<file path="config.mk">
export PLATFORM = sky130hd
export DESIGN_NAME = psg_fade_ctrl
export DESIGN_NICKNAME = d
export VERILOG_FILES = /design/src/rtl/psg_fade_ctrl.sv
export SDC_FILE = /design/constraint.sdc
export NUM_CORES = 1
export LEC_CHECK = 0
export ABC_AREA = 1
export CAP_MARGIN = 20
export CELL_PAD_IN_SITES_DETAIL_PLACEMENT = 0
export CELL_PAD_IN_SITES_GLOBAL_PLACEMENT = 1
export CORE_MARGIN = 3
export CORE_UTILIZATION = 39
export CTS_CLUSTER_SIZE = 12
export DETAILED_ROUTE_END_ITERATION = 12
export HOLD_SLACK_MARGIN = 0.03
export PLACE_DENSITY = 0.7
export SLEW_MARGIN = 25
export SYNTH_ARGS = -nofsm -noshare
export SYNTH_HDL_FRONTEND = slang
export SYNTH_SLANG_ARGS = --single-unit
export TNS_END_PERCENT = 10
</file>
<file path="constraint.sdc">
create_clock -name clk -period 4.3 [get_ports clk]
set_input_delay 0.86 -clock clk [delete_from_list [all_inputs] [get_ports clk]]
set_output_delay 0.86 -clock clk [all_outputs]
set_load 0.005 [all_outputs]
</file>
<file path="src/rtl/psg_fade_ctrl.sv">
// PSG attribute write-port arbiter: host writes pass straight through, and a fade engine steps
// the volume of masked voices toward a target. Define PSG_FADE_ABORT_EN to add the fade_abort input.
module psg_fade_ctrl #(
   parameter int unsigned NUM_VOICES = 16,
   parameter int unsigned DIV_W      = 8
) (
   input  logic                  clk,
   input  logic                  rst,
   input  logic [5:0]            host_addr,
   input  logic [7:0]            host_wrdata,
   input  logic                  host_write,
   input  logic                  next_sample,
   input  logic                  fade_start,
   input  logic [5:0]            fade_target,
   input  logic [NUM_VOICES-1:0] fade_mask,
   input  logic [DIV_W-1:0]      fade_div,
`ifdef PSG_FADE_ABORT_EN
   input  logic                  fade_abort,
`endif
   output logic                  fade_busy,
   output logic                  fade_done,
   output logic [5:0]            attr_addr,
   output logic [7:0]            attr_wrdata,
   output logic                  attr_write
);

   typedef enum logic [2:0] {StIdle, StWait, StScan, StIssue, StDone} state_e;

   localparam logic [3:0] LastIdx = 4'(NUM_VOICES - 1);

   state_e                state_q, state_d;
   logic [5:0]            tgt_q, tgt_d;
   logic [NUM_VOICES-1:0] mask_q, mask_d;
   logic [DIV_W-1:0]      div_q, div_d;
   logic [DIV_W-1:0]      cnt_q, cnt_d;
   logic                  changed_q, changed_d;
   logic [3:0]            idx_q, idx_d;
   logic [7:0]            pend_q, pend_d;
   logic [7:0]            shadow_q [NUM_VOICES];
   logic [7:0]            shadow_d [NUM_VOICES];
   logic [5:0]            attr_addr_q, attr_addr_d;
   logic [7:0]            attr_wrdata_q, attr_wrdata_d;
   logic                  attr_write_q, attr_write_d;
   logic                  busy_q, busy_d;
   logic                  done_q, done_d;

   logic                  abort;
   logic [3:0]            host_voice;
   logic                  host_vol;
   logic                  host_hits_idx;
   logic [7:0]            cur;
   logic [5:0]            cur_vol;
   logic [5:0]            step_vol;
   logic                  needs_step;

`ifdef PSG_FADE_ABORT_EN
   assign abort = fade_abort;
`else
   assign abort = 1'b0;
`endif

   assign host_voice    = host_addr[5:2];
   assign host_vol      = host_write && (host_addr[1:0] == 2'b10) &&
                          (32'(host_voice) < NUM_VOICES);
   assign host_hits_idx = host_vol && (host_voice == idx_q);

   assign cur        = shadow_q[idx_q];
   assign cur_vol    = cur[5:0];
   // Only used when cur_vol != tgt_q, so the step can never wrap past 0 or 63.
   assign step_vol   = (cur_vol < tgt_q) ? (cur_vol + 6'd1) : (cur_vol - 6'd1);
   assign needs_step = mask_q[idx_q] && (cur_vol != tgt_q);

   always_comb begin
      state_d       = state_q;
      tgt_d         = tgt_q;
      mask_d        = mask_q;
      div_d         = div_q;
      cnt_d         = cnt_q;
      changed_d     = changed_q;
      idx_d         = idx_q;
      pend_d        = pend_q;
      attr_addr_d   = attr_addr_q;
      attr_wrdata_d = attr_wrdata_q;
      attr_write_d  = 1'b0;
      busy_d        = busy_q;
      done_d        = 1'b0;
      for (int v = 0; v < NUM_VOICES; v++) begin
         shadow_d[v] = shadow_q[v];
      end

      if (host_write) begin
         attr_addr_d   = host_addr;
         attr_wrdata_d = host_wrdata;
         attr_write_d  = 1'b1;
      end
      if (host_vol) begin
         shadow_d[host_voice] = host_wrdata;
      end

      if (abort && (state_q != StIdle)) begin
         state_d = StIdle;
         busy_d  = 1'b0;
      end else if (fade_start) begin
         tgt_d     = fade_target;
         mask_d    = fade_mask;
         div_d     = fade_div;
         cnt_d     = '0;
         changed_d = 1'b0;
         busy_d    = 1'b1;
         state_d   = StWait;
      end else begin
         unique case (state_q)
            StIdle: ;
            StWait: begin
               if (next_sample) begin
                  if (cnt_q == div_q) begin
                     cnt_d     = '0;
                     changed_d = 1'b0;
                     idx_d     = 4'd0;
                     state_d   = StScan;
                  end else begin
                     cnt_d = cnt_q + DIV_W'(1);
                  end
               end
            end
            StScan: begin
               if (host_hits_idx) begin
                  // Host is rewriting this voice now; re-examine it next cycle.
                  state_d = StScan;
               end else if (needs_step) begin
                  pend_d    = {cur[7:6], step_vol};
                  changed_d = 1'b1;
                  state_d   = StIssue;
               end else if (idx_q == LastIdx) begin
                  if (changed_q) begin
                     state_d = StWait;
                  end else begin
                     state_d = StDone;
                     done_d  = 1'b1;
                     busy_d  = 1'b0;
                  end
               end else begin
                  idx_d = idx_q + 4'd1;
               end
            end
            StIssue: begin
               if (host_hits_idx) begin
                  // Host value supersedes the pending step; recompute from it.
                  state_d = StScan;
               end else if (!host_write) begin
                  attr_addr_d     = {idx_q, 2'b10};
                  attr_wrdata_d   = pend_q;
                  attr_write_d    = 1'b1;
                  shadow_d[idx_q] = pend_q;
                  if (idx_q == LastIdx) begin
                     state_d = StWait;
                  end else begin
                     idx_d   = idx_q + 4'd1;
                     state_d = StScan;
                  end
               end
            end
            StDone: state_d = StIdle;
            default: state_d = StIdle;
         endcase
      end
   end

   always_ff @(posedge clk) begin
      if (rst) begin
         state_q       <= StIdle;
         tgt_q         <= '0;
         mask_q        <= '0;
         div_q         <= '0;
         cnt_q         <= '0;
         changed_q     <= 1'b0;
         idx_q         <= '0;
         pend_q        <= '0;
         attr_addr_q   <= '0;
         attr_wrdata_q <= '0;
         attr_write_q  <= 1'b0;
         busy_q        <= 1'b0;
         done_q        <= 1'b0;
         for (int v = 0; v < NUM_VOICES; v++) begin
            shadow_q[v] <= '0;
         end
      end else begin
         state_q       <= state_d;
         tgt_q         <= tgt_d;
         mask_q        <= mask_d;
         div_q         <= div_d;
         cnt_q         <= cnt_d;
         changed_q     <= changed_d;
         idx_q         <= idx_d;
         pend_q        <= pend_d;
         attr_addr_q   <= attr_addr_d;
         attr_wrdata_q <= attr_wrdata_d;
         attr_write_q  <= attr_write_d;
         busy_q        <= busy_d;
         done_q        <= done_d;
         for (int v = 0; v < NUM_VOICES; v++) begin
            shadow_q[v] <= shadow_d[v];
         end
      end
   end

   assign attr_addr   = attr_addr_q;
   assign attr_wrdata = attr_wrdata_q;
   assign attr_write  = attr_write_q;
   assign fade_busy   = busy_q;
   assign fade_done   = done_q;

endmodule

</file>
==> impl_metrics.yaml, run 1 <==
outcome:
  status: "finished, final reports clean"
placed_design:
  dp.cells: 1792
  port_buffers: 65
  place_area_um2: 11190
  gp_congestion: 0.9060
  hpwl_um: 23930
route:
  first_pass_iters: 5
  post-route-drc-count: 0
  drt_iter0_drc: 802
  via_per_inst: 5.615
  routedWlPerCell_um: 20.11
  drt_wl_total_um: 36860
  ant_nets: 0
  vias: 10290
global_routing:
  global_route.usage.met1: 0.3388
  grt_pass1_wl_um: 56870
  grt-ovfl-total: 0
  grt_antenna_before_repair: 0
  grt_use_met2: 0.4053
  grt_max_degree: 73
  first_global_vias: 9572
  top_usage_layer: "met2"
  met3_usage: 0.04298
  grt_use_total: 0.2490
critical_path:
  crit_required_ps: 4730
  worstPathArrival_ps: 4170
  start_kind: "register"
  reg2reg_depth: 20
  end_kind: "register"
  criticalPathCategory: "register to register"
  path_max_fanout: 17
power:
  power.internal_mw: 3.364
  sw_frac_of_total: 0.2645
  seq_power_share: 0.427
  vdd_ir_drop_max_mv: 0.2371
  p_per_area_nw_per_um2: 381.8
  p_leak_nw: 4.516
  clkPwrFrac: 0.451
  switchingPower_mw: 1.210
  combinationalPowerShare: 0.122
cts:
  cts-hold-fix-buffers: 0
  post_cts.resized_instances: 0
  cts_buffer_depth: 3
  cts_tree: "built"
  clkTransAtPathRegs_ps: 60
  cts_made_buffers: 25
  cts_num_sinks: 203
  root_buffer: "clkbuf_16"
  worstSkewPairLatency_ps: 530
  htreeDepth: 1
  cts_setup_buffers: 0
logic_synthesis:
  yosys_warnings: 0
  synth_largest_area_cell: "dfxtp_1"
  synth_fa_ha_area_frac: 0.01965
  synth_seq_area_share: 0.3846
  synth_top_family_by_area: "compound AO/OA/AOI/OAI gates"
  synth_area_per_cell_um2: 7.111
  synthTopCellsByArea: "dfxtp_1 38%, o21ai_0 16%, a21oi_1 8.8%, nand2_1 8.5%, nor2_1 4.5%"
  synth-compound-area-share: 0.3056
  ys_seq_elements: 203
  syn_inst: 1486
  synth_cell_types: 48
  synth_xor_xnor_area_share: 0.01409
  synthesis.area_um2: 10570
  syn_nets: 1551
  synth-simple-area-share: 0.1911
  netlist.area_leader.share: 0.3846
  synthMuxAreaShare: 0
sta:
  rsz0062_at_grt: "no"
  relSlewSlack: 0.3610
  fmax_mhz: 267.3
  finalSetupViolations: 0
  timing.final.crit_share: 0.8700
  period_needed_ps: 3741
  setup_tns_ps: 0
  worst_slew_pin_slew_ps: 952.7
  holdWs_ps: 450.8
  maxSlewViolCount: 0
  skew_ps: 9.531
  hold_viol: 0
job:
  drv_cap: 0
final_layout:
  nFillCells: 2761
  diodes: 0
  fin_cells: 1833
  design_area_um2: 11980
  nNetsFinal: 1549
  drive_gt1_frac: 0.06609
  area_delta_synth_final_pct: 13.36
die:
  die_h_um: 170.6
  coreArea_um2: 26350
  ios: 66
  num_rows: 59
  die_x_um: 170.6
  die_area_um2: 29110
  start_util: 0.4010
min_path:
  hold_depth: 2
  hold_class: "register to register"
placed cells by master, fill, tap and decap left out, types with 15 or more instances in the layout:
| master | instances |
|---|---|
| o21ai_0 | 341 |
| nand2_1 | 239 |
| dfxtp_1 | 202 |
| a21oi_1 | 186 |
| nor2_1 | 126 |
| inv_1 | 70 |
| clkdlybuf4s50_1 | 65 |
| o21ai_1 | 31 |
| nand3_1 | 26 |
| clkbuf_16 | 25 |
| o221ai_1 | 15 |
| nor2_4 | 15 |
| ha_1 | 15 |
logic make-up after synthesis:
| family | after synthesis |
|---|---|
| compound gates | 613 |
| simple gates | 444 |
| xor+xnor | 17 |
| fa+ha+maj | 16 |
| flops | 203 |
| buf+inv | 193 |
critical path, stage by stage, from the launching register on:
cell	delay [ps]
dfxtp_1	310
inv_1	380
buf_4	310
o21ai_0	110
o21ai_0	180
o221ai_1	140
nand2_1	210
ha_1	280
inv_1	60
nor2_1	30
o21ai_0	140
nand3_1	270
ha_1	440
a21oi_1	240
o21ai_0	120
a21oi_1	170
inv_1	60
nand2_1	60
nand3_1	60
nand2_1	60
inv_1	30
sequential cells by signal, indices dropped and copies added, names as in the netlist, named ones only:
| signal | cells |
|---|---|
| changed_q | 1 |
| state_q | 3 |
| pend_q | 8 |
| fade_done | 1 |
| tgt_q | 6 |
| div_q | 8 |
| attr_wrdata | 8 |
| attr_write | 1 |
| idx_q | 4 |
| cnt_q | 8 |
| mask_q | 16 |
| shadow_q | 128 |
| attr_addr | 6 |
| fade_busy | 1 |
cells in the mapped netlist, drive strengths merged:
cell,number
o21ai,375
nand2,244
dfxtp,203
a21oi,187
nor2,146
inv,78
clkbuf,63
buf,44
nand3,32
ha,15
o221ai,15
o22ai,12
a221oi,11
nor3,11
xnor2,10
clkinv,8
o211ai,7
xor2,7
a211oi,3
nand4,3
nor3b,3
nand3b,2
and3,1
fa,1
nor4,1
o2111ai,1
o21bai,1
o31ai,1
or2,1
worst paths after layout:
| path | slack (ps) | from | to |
|---|---|---|---|
| setup / recovery | 560 | register | pend_q[5] |
| hold reg to reg | 450 | attr_addr[1] | attr_addr[1] |
| setup reg to reg | 560 | register | pend_q[5] |
| hold / removal | 450 | attr_addr[1] | attr_addr[1] |
routing by layer:
| layer | share of wire | wire, µm |
|---|---|---|
| met5 | 0 | 0 |
| met4 | 0.030 | 1124 |
| met3 | 0.062 | 2273 |
| met2 | 0.46 | 16960 |
| met1 | 0.45 | 16500 |
final cells by class:
| cell class | count | area (µm²) | area share |
|---|---|---|---|
| clock buffers | 38 | 744.5 | 0.06215 |
| multi-input cells | 1090 | 5605 | 0.4679 |
| repair buffers | 78 | 760.7 | 0.06351 |
| clock inverters | 3 | 43.79 | 0.003656 |
| flip-flops and latches | 203 | 4065 | 0.3394 |
| well taps | 335 | 419.2 | 0.03499 |
| inverters | 86 | 340.3 | 0.02841 |
metrics by stage:
stage               power (mW)  utilization  setup slack, ps
finish                   4.573       0.4545            558.9
global route             4.752       0.4545            141.1
CTS                      4.618       0.4545            591.3
detailed placement       2.547       0.4246            606.3
global placement         2.546       0.4246            691.4
floorplan                2.341            -            831.2
power groups by stage:
stage | Sequential (mW) | Combinational (mW) | Clock [mW]
after floorplan | 1.98 | 0.360 | 0
after global placement | 1.99 | 0.555 | 0
after detailed placement | 1.99 | 0.555 | 0
after CTS | 1.95 | 0.557 | 2.11
after global routing | 1.95 | 0.624 | 2.17
final | 1.95 | 0.558 | 2.06
Power figures use the tool's default switching activity.
==> run 2: changes to the inputs <==
--- a/config.mk
+++ b/config.mk
@@ -9,12 +9,12 @@
 export CAP_MARGIN = 20
 export CELL_PAD_IN_SITES_DETAIL_PLACEMENT = 0
 export CELL_PAD_IN_SITES_GLOBAL_PLACEMENT = 1
-export CORE_MARGIN = 3
-export CORE_UTILIZATION = 39
+export CORE_MARGIN = 1.5
+export CORE_UTILIZATION = 35
 export CTS_CLUSTER_SIZE = 12
 export DETAILED_ROUTE_END_ITERATION = 12
 export HOLD_SLACK_MARGIN = 0.03
-export PLACE_DENSITY = 0.7
+export PLACE_DENSITY = 0.64
 export SLEW_MARGIN = 25
 export SYNTH_ARGS = -nofsm -noshare
 export SYNTH_HDL_FRONTEND = slang
==> run 2 against run 1 <==
  * Critical path depth decreased by 2
  * Highest routed layer unchanged
  * Non-clock buffer count down 5
  * Maximum frequency shrank 1.9%
  * Worst setup slack got worse by 73 ps
  * Sequential share of layout area down 0.092 points
  * Sequential power about the same
==> impl_metrics.yaml, run 2 (synthesis gave the netlist of run 1 again) <==
global_routing:
  grt_antenna_before_repair: 1
  grt_pass1_wl_um: 57300
  grt_use_total: 0.2374
  grt_max_degree: 87
  first_global_vias: 9387
  grt-ovfl-total: 0
final_layout:
  nFillCells: 3084
  nNetsFinal: 1544
  multi_input_area_um2: 5605
  drive_gt1_frac: 0.06426
  regMostFlops: "shadow_q"
  layout_commonest_cell: "o21ai_0"
  final_cell_mix: "341 x o21ai_0, 239 x nand2_1, 202 x dfxtp_1"
  area_delta_synth_final_pct: 13.66
  largest_reg_flops: 128
  fin_util: 0.4042
  diodes: 0
  seqCellArea_um2: 4065
  largestRegisters: "shadow_q (128), mask_q (16)"
cts:
  worstSkewPairLatency_ps: 540
  cts_made_buffers: 25
  post_cts.resized_instances: 0
  clkTransAtPathRegs_ps: 70
  root_buffer: "clkbuf_16"
  cts_setup_buffers: 0
  cts-hold-fix-buffers: 0
  cts_tree: "built"
  cts_num_sinks: 203
  htreeDepth: 1
  cts_buffer_depth: 3
sta:
  fmax_mhz: 262.2
  skew_ps: 13.85
  period_needed_ps: 3814
  rsz0062_at_grt: "no"
  hold_viol: 0
  maxSlewViolCount: 0
  setup_ws_ps: 486.0
  timing.final.crit_share: 0.8870
  relSlewSlack: 0.3693
  setup_tns_ps: 0
  holdWs_ps: 454.9
  finalSetupViolations: 0
  worst_slew_pin_slew_ps: 945.0
route:
  drt_wl_total_um: 37060
  post-route-drc-count: 0
  vias: 10160
  via_per_inst: 5.392
  ant_nets: 0
  routedWlPerCell_um: 19.67
  first_pass_iters: 5
  drt_iter0_drc: 932
die:
  start_util: 0.3556
  num_rows: 63
  die_h_um: 176.8
  coreArea_um2: 29720
  ios: 66
  die_area_um2: 31240
  die_x_um: 176.8
placed_design:
  place_ws_ps: 513.4
  hpwl_um: 23590
  port_buffers: 65
  gp_congestion: 0.8560
power:
  p_leak_nw: 4.484
  p_per_area_nw_per_um2: 383.4
  vdd_ir_drop_max_mv: 0.2414
min_path:
  hold_class: "register to register"
job:
  drv_cap: 0
critical_path:
  end_kind: "register"
  criticalPathCategory: "register to register"
  crit_required_ps: 4740
  path_max_fanout: 21
  start_kind: "register"
  worstPathArrival_ps: 4260
outcome:
  status: "finished, final reports clean"
-- run 2: changes by cell type in the layout (fill, tap and decap cells not counted) --
cell	change
clkinvlp_4	+2
buf_4	-5
clkbuf_1	-1
clkinv_2	+3
clkbuf_8	-4
bufinv_16	+1
clkinv_1	+1
inv_1	-1
-- run 2: worst paths after layout --
kind | end | cells after the start | slack [ps] | from
min reg2reg | mask_q[11] | 2 | 450 | mask_q[11]
max reg2reg | pend_q[5] | 18 | 490 | register
min | mask_q[11] | 2 | 450 | mask_q[11]
max | pend_q[5] | 18 | 490 | register
-- run 2: cell type report --
cell class | instances | area share
multi-input combinational | 1090 | 0.4667
timing repair buffer | 73 | 0.06021
tap | 390 | 0.04063
clock buffer | 33 | 0.05708
sequential | 203 | 0.3384
clock inverter | 9 | 0.008646
inverter | 86 | 0.02833
-- run 2: critical path, stage by stage (launching register included) --
cell      delay, ps
dfxtp_1         470
inv_1           540
o21ai_0         260
o221ai_1        290
nand2_1         130
ha_1            290
nand2_1          70
nor2_1           50
o21ai_0          80
nand3_1         270
ha_1            440
a21oi_1         260
o21ai_0         120
a21oi_1         170
inv_1            60
nand2_1          60
nand3_1          60
nand2_1          60
inv_1            30
-- run 2: power breakdown --
group          total (mW)  switching [mW]  leakage (nW)  internal (mW)
combinational       0.553           0.353          2.45          0.200
clock                2.10           0.863         0.384           1.23
sequential           1.96          0.0329          1.65           1.92
total                4.60            1.25          4.48           3.36
-- run 2: layer usage --
metal  GRT usage  up-vias  part of all wire
met2      0.3845      294              0.46
met1      0.3378     4748              0.47
li1            -     5071                 -
met4     0.05155        0             0.022
met5           0        -                 0
met3     0.02685       46             0.050
-- run 2: per-stage QoR --
| stage | instance area, µm² | instances | power [mW] |
|---|---|---|---|
| finish | 12010 | 1884 | 4.605 |
| floorplan | 10570 | 1486 | 2.341 |
| detailed placement | 11220 | 1842 | 2.549 |
| global placement | 11220 | 1842 | 2.554 |
| global route | 12010 | 1884 | 4.792 |
| CTS | 12010 | 1884 | 4.644 |
